`config.mk`:
```
export PLATFORM = sky130hd
export DESIGN_NAME = muldiv_unit
export DESIGN_NICKNAME = d
export VERILOG_FILES = /design/src/rtl/muldiv_pkg.sv /design/src/rtl/muldiv_step.sv /design/src/rtl/muldiv_unit.sv
export SDC_FILE = /design/constraint.sdc
export NUM_CORES = 1
export LEC_CHECK = 0
export CORE_MARGIN = 2
export CORE_UTILIZATION = 55
export CTS_CLUSTER_DIAMETER = 100
export DETAILED_ROUTE_END_ITERATION = 7
export PLACE_DENSITY_LB_ADDON = 0.08
export SLEW_MARGIN = 20
export SYNTH_ARGS = -nofsm -noshare
export SYNTH_HDL_FRONTEND = slang
export SYNTH_SLANG_ARGS = --single-unit
```
`constraint.sdc`:
```
create_clock -name clk -period 5.4 [get_ports clk]
set_clock_uncertainty 0.15 [all_clocks]
set_input_delay 0.81 -clock clk [delete_from_list [all_inputs] [get_ports clk]]
set_output_delay 0.81 -clock clk [all_outputs]
set_load 0.02 [all_outputs]
```
`src/rtl/muldiv_pkg.sv`:
```
// Shared types and constants for the HI/LO multiply/divide unit.
// Holds the op encoding, the sequencer states and the iteration count.
package muldiv_pkg;

  localparam int MULDIV_ITERS = 32;
  localparam int CNT_W        = $clog2(MULDIV_ITERS + 1);

  // Codes 6 and 7 are reserved and never accepted.
  typedef enum logic [2:0] {
    OP_MULT  = 3'd0,
    OP_MULTU = 3'd1,
    OP_DIV   = 3'd2,
    OP_DIVU  = 3'd3,
    OP_MTHI  = 3'd4,
    OP_MTLO  = 3'd5
  } op_e;

  typedef enum logic [1:0] {
    ST_IDLE = 2'd0,
    ST_RUN  = 2'd1,
    ST_FIN  = 2'd2
  } state_e;

  function automatic logic op_valid(input op_e op);
    return (op == OP_MULT) || (op == OP_MULTU) || (op == OP_DIV) ||
           (op == OP_DIVU) || (op == OP_MTHI)  || (op == OP_MTLO);
  endfunction

  function automatic logic op_is_div(input op_e op);
    return (op == OP_DIV) || (op == OP_DIVU);
  endfunction

  function automatic logic op_is_mul(input op_e op);
    return (op == OP_MULT) || (op == OP_MULTU);
  endfunction

  function automatic logic op_is_signed(input op_e op);
    return (op == OP_MULT) || (op == OP_DIV);
  endfunction

endpackage

```
`src/rtl/muldiv_step.sv`:
```
// One iteration of the shared sequencer: restoring shift-subtract for divide,
// shift-add for multiply, both operating on unsigned magnitudes.
module muldiv_step (
  input  logic        div_mode,
  input  logic [31:0] acc,
  input  logic [31:0] q,
  input  logic [31:0] operand,
  output logic [31:0] acc_next,
  output logic [31:0] q_next
);

  logic [32:0] shifted;
  logic        fits;
  logic [31:0] diff;
  logic [32:0] sum;

  always_comb begin
    // NOTE: every output of a combinational block is given a default first so
    // no path through it can leave a value held, which would infer a latch.
    acc_next = acc;
    q_next   = q;

    // A set bit 32 means the partial remainder already exceeds any 32-bit
    // divisor, so the 32-bit wrap-around difference is still exact.
    shifted = {acc, q[31]};
    fits    = shifted[32] || (shifted[31:0] >= operand);
    diff    = shifted[31:0] - operand;

    sum = {1'b0, acc} + (q[0] ? {1'b0, operand} : 33'd0);

    if (div_mode) begin
      acc_next = fits ? diff : shifted[31:0];
      q_next   = {q[30:0], fits};
    end else begin
      acc_next = sum[32:1];
      q_next   = {sum[0], q[31:1]};
    end
  end

endmodule

```
`src/rtl/muldiv_unit.sv`:
```
// HI/LO multiply/divide unit: sequential 32-step divide and multiply sharing
// one datapath. Defining MULDIV_FAST_MULT_EN makes MULT/MULTU single-cycle.
module muldiv_unit
  import muldiv_pkg::*;
(
  input  logic        clk,
  input  logic        reset,
  input  logic        start,
  input  logic [2:0]  op,
  input  logic [31:0] a,
  input  logic [31:0] b,
  output logic        busy,
  output logic        done,
  output logic [31:0] hi,
  output logic [31:0] lo
);

  localparam logic [CNT_W-1:0] LAST_CNT = CNT_W'(MULDIV_ITERS);

  op_e    op_in;
  state_e state, state_next;

  logic             accept;
  logic             finish_run;
  logic             needs_run;

  logic [CNT_W-1:0] cnt;
  logic [31:0]      acc, q, operand;
  logic [31:0]      acc_next, q_next;
  logic             div_r;
  logic             neg_q, neg_r;
  logic             div_zero;
  logic [31:0]      a_r;

  logic             a_neg, b_neg;
  logic [31:0]      a_mag, b_mag;

  logic [31:0]      quo, rem;
  logic [63:0]      prod;
  logic [31:0]      hi_d, lo_d;

`ifdef MULDIV_FAST_MULT_EN
  localparam logic FAST_MULT = 1'b1;
  logic [63:0] ext_a, ext_b, fast_prod;

  always_comb begin
    ext_a     = op_is_signed(op_in) ? {{32{a[31]}}, a} : {32'd0, a};
    ext_b     = op_is_signed(op_in) ? {{32{b[31]}}, b} : {32'd0, b};
    fast_prod = ext_a * ext_b;
  end
`else
  localparam logic FAST_MULT = 1'b0;
  logic [63:0] fast_prod;

  assign fast_prod = 64'd0;
`endif

  assign op_in      = op_e'(op);
  assign accept     = (state == ST_IDLE) && start && op_valid(op_in);
  assign finish_run = (state == ST_RUN) && (cnt == LAST_CNT);
  assign needs_run  = op_is_div(op_in) || (op_is_mul(op_in) && !FAST_MULT);

  // ---------------- FSM: state register ----------------
  always_ff @(posedge clk or negedge reset) begin
    // NOTE: sequential state uses non-blocking assignment so every flop
    // samples values from before the edge, whatever the statement order.
    if (!reset) state <= ST_IDLE;
    else        state <= state_next;
  end

  // ---------------- FSM: next state ----------------
  always_comb begin
    state_next = state;
    unique case (state)
      ST_IDLE: if (accept) state_next = needs_run ? ST_RUN : ST_FIN;
      ST_RUN:  if (finish_run) state_next = ST_FIN;
      ST_FIN:  state_next = ST_IDLE;
      default: state_next = ST_IDLE;
    endcase
  end

  // ---------------- FSM: outputs ----------------
  always_comb begin
    busy = 1'b0;
    done = 1'b0;
    unique case (state)
      ST_RUN:  busy = 1'b1;
      ST_FIN:  done = 1'b1;
      default: ;
    endcase
  end

  // Sign handling happens here so the step logic only sees magnitudes.
  always_comb begin
    a_neg = op_is_signed(op_in) && a[31];
    b_neg = op_is_signed(op_in) && b[31];
    a_mag = a_neg ? -a : a;
    b_mag = b_neg ? -b : b;
  end

  muldiv_step u_step (
    .div_mode (div_r),
    .acc      (acc),
    .q        (q),
    .operand  (operand),
    .acc_next (acc_next),
    .q_next   (q_next)
  );

  // NOTE: the iteration datapath carries no reset; every field is loaded on
  // acceptance before it is read, and reset only needs to clear the FSM, HI, LO.
  always_ff @(posedge clk) begin
    if (accept) begin
      cnt      <= '0;
      acc      <= '0;
      div_r    <= op_is_div(op_in);
      q        <= op_is_div(op_in) ? a_mag : b_mag;
      operand  <= op_is_div(op_in) ? b_mag : a_mag;
      neg_q    <= a_neg ^ b_neg;
      neg_r    <= a_neg;
      div_zero <= op_is_div(op_in) && (b == 32'd0);
      a_r      <= a;
    end else if ((state == ST_RUN) && (cnt != LAST_CNT)) begin
      cnt <= cnt + 1'b1;
      acc <= acc_next;
      q   <= q_next;
    end
  end

  // Quotient truncates toward zero; remainder follows the dividend's sign.
  always_comb begin
    quo  = neg_q ? -q : q;
    rem  = neg_r ? -acc : acc;
    prod = neg_q ? -{acc, q} : {acc, q};
  end

  always_comb begin
    hi_d = hi;
    lo_d = lo;
    if (accept) begin
      unique case (op_in)
        OP_MTHI:          hi_d = a;
        OP_MTLO:          lo_d = a;
        OP_MULT, OP_MULTU: if (FAST_MULT) {hi_d, lo_d} = fast_prod;
        default: ;
      endcase
    end else if (finish_run) begin
      if (!div_r) begin
        {hi_d, lo_d} = prod;
      end else if (div_zero) begin
        hi_d = a_r;
        lo_d = 32'hFFFF_FFFF;
      end else begin
        hi_d = rem;
        lo_d = quo;
      end
    end
  end

  always_ff @(posedge clk or negedge reset) begin
    if (!reset) begin
      hi <= '0;
      lo <= '0;
    end else begin
      hi <= hi_d;
      lo <= lo_d;
    end
  end

endmodule

```
# == Word-level counts from Yosys, hierarchy flattened ==
# Index checks and enable logic that the tools add are counted.
# totals
ff_bits,204
latch_bits,0
ramBits,0
romBits,0
out_inout_bits,66
wordCells,88
memories,0
# op_classes
add_sub_neg,8
n_mul,0
div_mod_pow,0
order_cmp,1
eq_ne,13
shift,0
n_mux,29
n_bitwise,1
reduce_logical,24
# ops
cell,count
$mux W32,22
$neg A32 Y32,4
$mux W64,1
$neg A64 Y64,1
$add A32 B33 Y33,1
$ge A32 B32 Y1,1
$logic_not A32 Y1,1
$sub A32 B32 Y32,1
$logic_or A1 B1 Y1,9
$logic_and A1 B1 Y1,7
$add A6 B1 Y6 const B,1
$eq A3 B2 Y1 const B,2
$eq A3 B3 Y1 const B,2
$eq A6 B6 Y1 const B,1
$mux W2,3
$ne A6 B6 Y1 const B,1
$reduce_and A2 Y1,3
$ne A2 B1 Y1 const B,2
$ne A2 B2 Y1 const B,2
$pmux W2 S2,1
$reduce_bool A2 Y1,2
$eq A3 B1 Y1 const B,1
$logic_not A3 Y1,1
$eq A2 B1 Y1 const B,1
4 further kinds,5

# == Logic depth before layout (Yosys ltp) ==
# logic_depth
ltp_word,9
depth_mapped,15
depth_no_buf,12

# == By module ==
# Synthesis repeated with hierarchy kept, for this count alone.
# unflattened
hier_cells,2090
area_unflattened_um2,17400.4
# modules_own_cells
module,instances,cells_each,area_each_um2,seq_area_each_um2
muldiv_unit,1,1432,12817.3,5415.2
muldiv_step,1,658,4583.1,0.0

# == Least setup slack after synthesis ==
# No wires, ideal clock.
# synth_timing
path_kind,input port to flip-flop
startpoint,input port op[2]
endpoint,"register q[0], data pin"
setup_time_ns,0.378
t_arrival_ns,3.702
required_time_ns,4.872
slack_ns,1.170
path_stages,6
n_path_buf,2
cell_sequence,nand2_1 -> nand3_1 -> inv_1 -> buf_1 -> clkbuf_1 -> a31oi_1
# synth_between
elab_chain_len,8
elab_cells_between_ends,20
classes_between,eq/ne: 5; mux: 4; reduce/logical: 11
# synth_lines
item,line,text
"start, declared",muldiv_unit.sv:9,"input logic [2:0] op,"
$eq A3 B1 Y1 or $logic_not A3 Y1 (tied branches),muldiv_pkg.sv:25,return (op == OP_MULT) || (op == OP_MULTU) || (op == OP_DIV) ||
$logic_or A1 B1 Y1 (3 in a row),muldiv_pkg.sv:25,
$logic_or A1 B1 Y1,muldiv_pkg.sv:26,(op == OP_DIVU) || (op == OP_MTHI) || (op == OP_MTLO);
$logic_or A1 B1 Y1 *,muldiv_pkg.sv:26,
$logic_and A1 B1 Y1 *,muldiv_unit.sv:59,assign accept = (state == ST_IDLE) && start && op_valid(op_in);
via accept,muldiv_unit.sv:23,logic accept;
$mux W32 *,muldiv_unit.sv:113,if (accept) begin
"end signal, assigned",muldiv_unit.sv:117,q <= op_is_div(op_in) ? a_mag : b_mag;
"end signal, assigned",muldiv_unit.sv:126,q <= q_next;
"end, declared",muldiv_unit.sv:28,"logic [31:0] acc, q, operand;"
# Mark *: on every way through the listed nets, which the timed path passes. The rest lies on a longest branch.
# A chain may end at the register's enable or synchronous reset.

# == Worst setup path after layout ==
# layout_timing
startpoint,register q[0]
endpoint,register acc[28]
# layout_between
elab_chain_len,3
# layout_lines
item,line,text
$mux W32,muldiv_step.sv:29,"sum = {1'b0, acc} + (q[0] ? {1'b0, operand} : 33'd0);"
$add A32 B33 Y33,muldiv_step.sv:29,
$mux W32,muldiv_step.sv:31,if (div_mode) begin
"end signal, assigned",muldiv_unit.sv:125,acc <= acc_next;
"end, declared",muldiv_unit.sv:28,
# Every way passes these cells.

==> results.cfg <==
[sta]
worst_slew_pin_slew_ps = 1020
min_period_over_period_pct = 80.5
period_minus_slack_ps = 4350
setup_tns_ps = 0
slew_viol_final = 0
fmax_mhz = 230
rsz0062_at_grt = no
relSlewSlack_pct = 31.6
hold_viol = 0
setup_slack_ps = 1050
setup_viol = 0

[die]
pin_count = 136
die-area_mm2 = 0.0314
num_rows = 63
start_util_pct = 55.8
coreArea_mm2 = 0.0296
die_h_um = 177
fp.dieW_um = 177

[clocking]
cts_buffer_depth = 3
cts_hold_buf = 0
clock-sinks = 204
cts_tree = built
cts_setup_buffers = 0
clkLatencyLatePin_ps = 540
htreeDepth = 1
root_buffer = clkbuf_16
cts_buffers = 24
clk_pin_slew_ps = 70
cts_resized = 0

[power_and_ir_drop]
p_int_mw = 5.99
power_frac_seq_pct = 27.7
p_switching_mw = 5.39
combPwrFrac_pct = 57.2
power_frac_clock_pct = 15.0
ir_worst_vdd_v = 0.000341
p_leak_nw = 7.36
swShare_pct = 47.4
power_per_cell_area_mw_per_mm2 = 598

[min_path]
holdCritPathClass = in2async

[layout]
area_delta_synth_final_pct = 15.1
fin_cells = 2530
layout_commonest_cell = nand2_1
final_cell_mix = 222 x nand2_1, 200 x nor2_1, 189 x a21oi_1
diodes = 0
fin_nets = 2264
design_area_mm2 = 0.0190
drive_gt1_share_pct = 5.14

[critical_path]
slowest_delay_ps = 620
cp-end-kind = register
required_ps = 5670
crit_path_cell_trace = inv_1 -> buf_4 -> nor2_1 -> ha_1 -> a211oi_1 -> o21ai_0 -> a21oi_1 -> o31ai_1 -> a221oi_1 -> o21ai_0 -> a2111oi_0 -> mux2i_1 -> a32o_1
reg2reg_slack_ps = 1050
cp.arrival_ps = 4620
critPathKind = reg2reg
cp-start-kind = register
cp_slowest_cell = a221oi_1
critPathMaxFanout = 19
crit_path_frequent_cell = o21ai_0

[placed_design]
dp_slack_ps = 1050
dp_hpwl_um = 45100
placed_cells = 2486
place_congestion = 1.00
dpl_cell_area_mm2 = 0.0182
port_buffers = 135

[synthesis]
synth_flop_cell = edfxtp_1
syn_avg_cell_area_um2 = 8.05
synth_cell_type_count = 75
synth.area.top_cells = edfxtp_1 18%, dfrtp_1 10%, a21oi_1 5.8%
synth_seq_cells = 204
synth_edf_count = 100
synth_cells = 2052
ys_seq_area_share_pct = 32.8
synth_warnings = 0
yosysTopAreaCellShare_pct = 18.2
synth_area_mm2 = 0.0165
synth-async-reset-ratio_pct = 32.4
synthesis.nets = 2194
yosysTopAreaCell = edfxtp_1

[drt]
wl_per_cell_um = 24.0
first_pass_iters = 5
vias = 16800
routed_wl_um = 60800
antenna_left = 0
drc_errors = 0
initialDrtViolationCount = 2031
vias_per_cell = 6.63

[run]
drv_cap = 0

[grt]
grt_pass1_vias = 15300
overflow = 0
grt_max_degree = 74
grt_pass1_wl_um = 90900
antenna_found_initial = 1
track_usage_pct = 37.8

[outcome]
status = finished, final reports clean
[worst paths after layout]
path / from / end / cells past startpoint
worst max register to register: q[0] / acc[28] / 13
worst min register to register: lo[18] / lo[18] / 2
max in group asynchronous: reset / lo[6] / 2
worst min-delay path: reset / hi[29] / 2
min in group clk: lo[18] / lo[18] / 2
worst max-delay path: q[0] / acc[28] / 13
[per-stage QoR]
stage               hold WS, ps  util [%]  total power [mW]
floorplan                   303         -              7.26
global placement            316      61.4              9.41
detailed placement          325      61.4              9.50
CTS                         339      64.2              11.2
global route                356      64.2              12.1
finish                      317      64.2              11.4
[worst max-delay path: cells and delay by family, from the launching register on]
kind / cells / cell delay, ps
simple gates: 1 / 120
buf+inv: 2 / 360
fa+ha+maj: 1 / 300
compound gates: 8 / 2670
mux: 1 / 150
flops: 1 / 480
[layer usage]
layer / part of all wire, % / global-route usage [%]
met2: 45 / 60.1
met1: 40 / 50.9
met5: 0 / 0
met3: 9.1 / 4.97
met4: 5.9 / 18.3
[power by group through the flow]
| stage | logic [mW] | registers [mW] | clock network [mW] |
|---|---|---|---|
| 6_report | 6.51 | 3.16 | 1.71 |
| 2_1_floorplan | 4.19 | 3.08 | 0 |
| 4_1_cts | 6.40 | 3.12 | 1.71 |
| 5_1_grt | 7.08 | 3.20 | 1.78 |
| 3_5_place_dp | 6.36 | 3.14 | 0 |
| 3_3_place_gp | 6.28 | 3.12 | 0 |
[cells in the mapped netlist (all sizes together), types with 14 or more instances]
master and count:
nor2b 21, xnor2 100, nand2b 26, nor4 14, o21ai 191, nor2 200, inv 59, a21oi 190
o31ai 27, and3 21, mux2i 63, nand2 222, o22ai 41, xor2 65, o211ai 33, ha 70
o21a 16, nand3 53, a211oi 20, dfrtp 66, clkbuf 110, or4 15, a21o 38, dfxtp 38
buf 21, a31oi 16, nor3 40, or3 18, edfxtp 100
[area by class of cell]
class	count	area [um^2]
Fill cell	2592	10600
Multi-Input combinational cell	1658	10400
Sequential cell	204	5420
Timing Repair Buffer	175	1660
Clock buffer	34	679
Tap cell	390	488
Inverter	59	224
Clock inverter	10	133
[logic make-up (layout without fill, tap and decap cells)]
kind of cell | Yosys count | in the layout | share of synthesized area [%]
AOI/OAI and AO/OA | 676 | 676 | 25.6
buffers and inverters | 190 | 278 | 4.44
xor gates and xnor gates | 165 | 165 | 8.74
and+or+nand+nor | 682 | 682 | 19.1
muxes | 63 | 63 | 3.82
DFF | 204 | 204 | 32.8
adders and majority gates | 72 | 72 | 5.54
[registers in the layout, indices dropped and copies added (netlist names)]
register and count:
a_r 32, acc 32, cnt 6, div_r 1, div_zero 1, hi 32
lo 32, neg_q 1, neg_r 1, operand 32, q 32, state 2
Power figures use the tool's default switching activity.
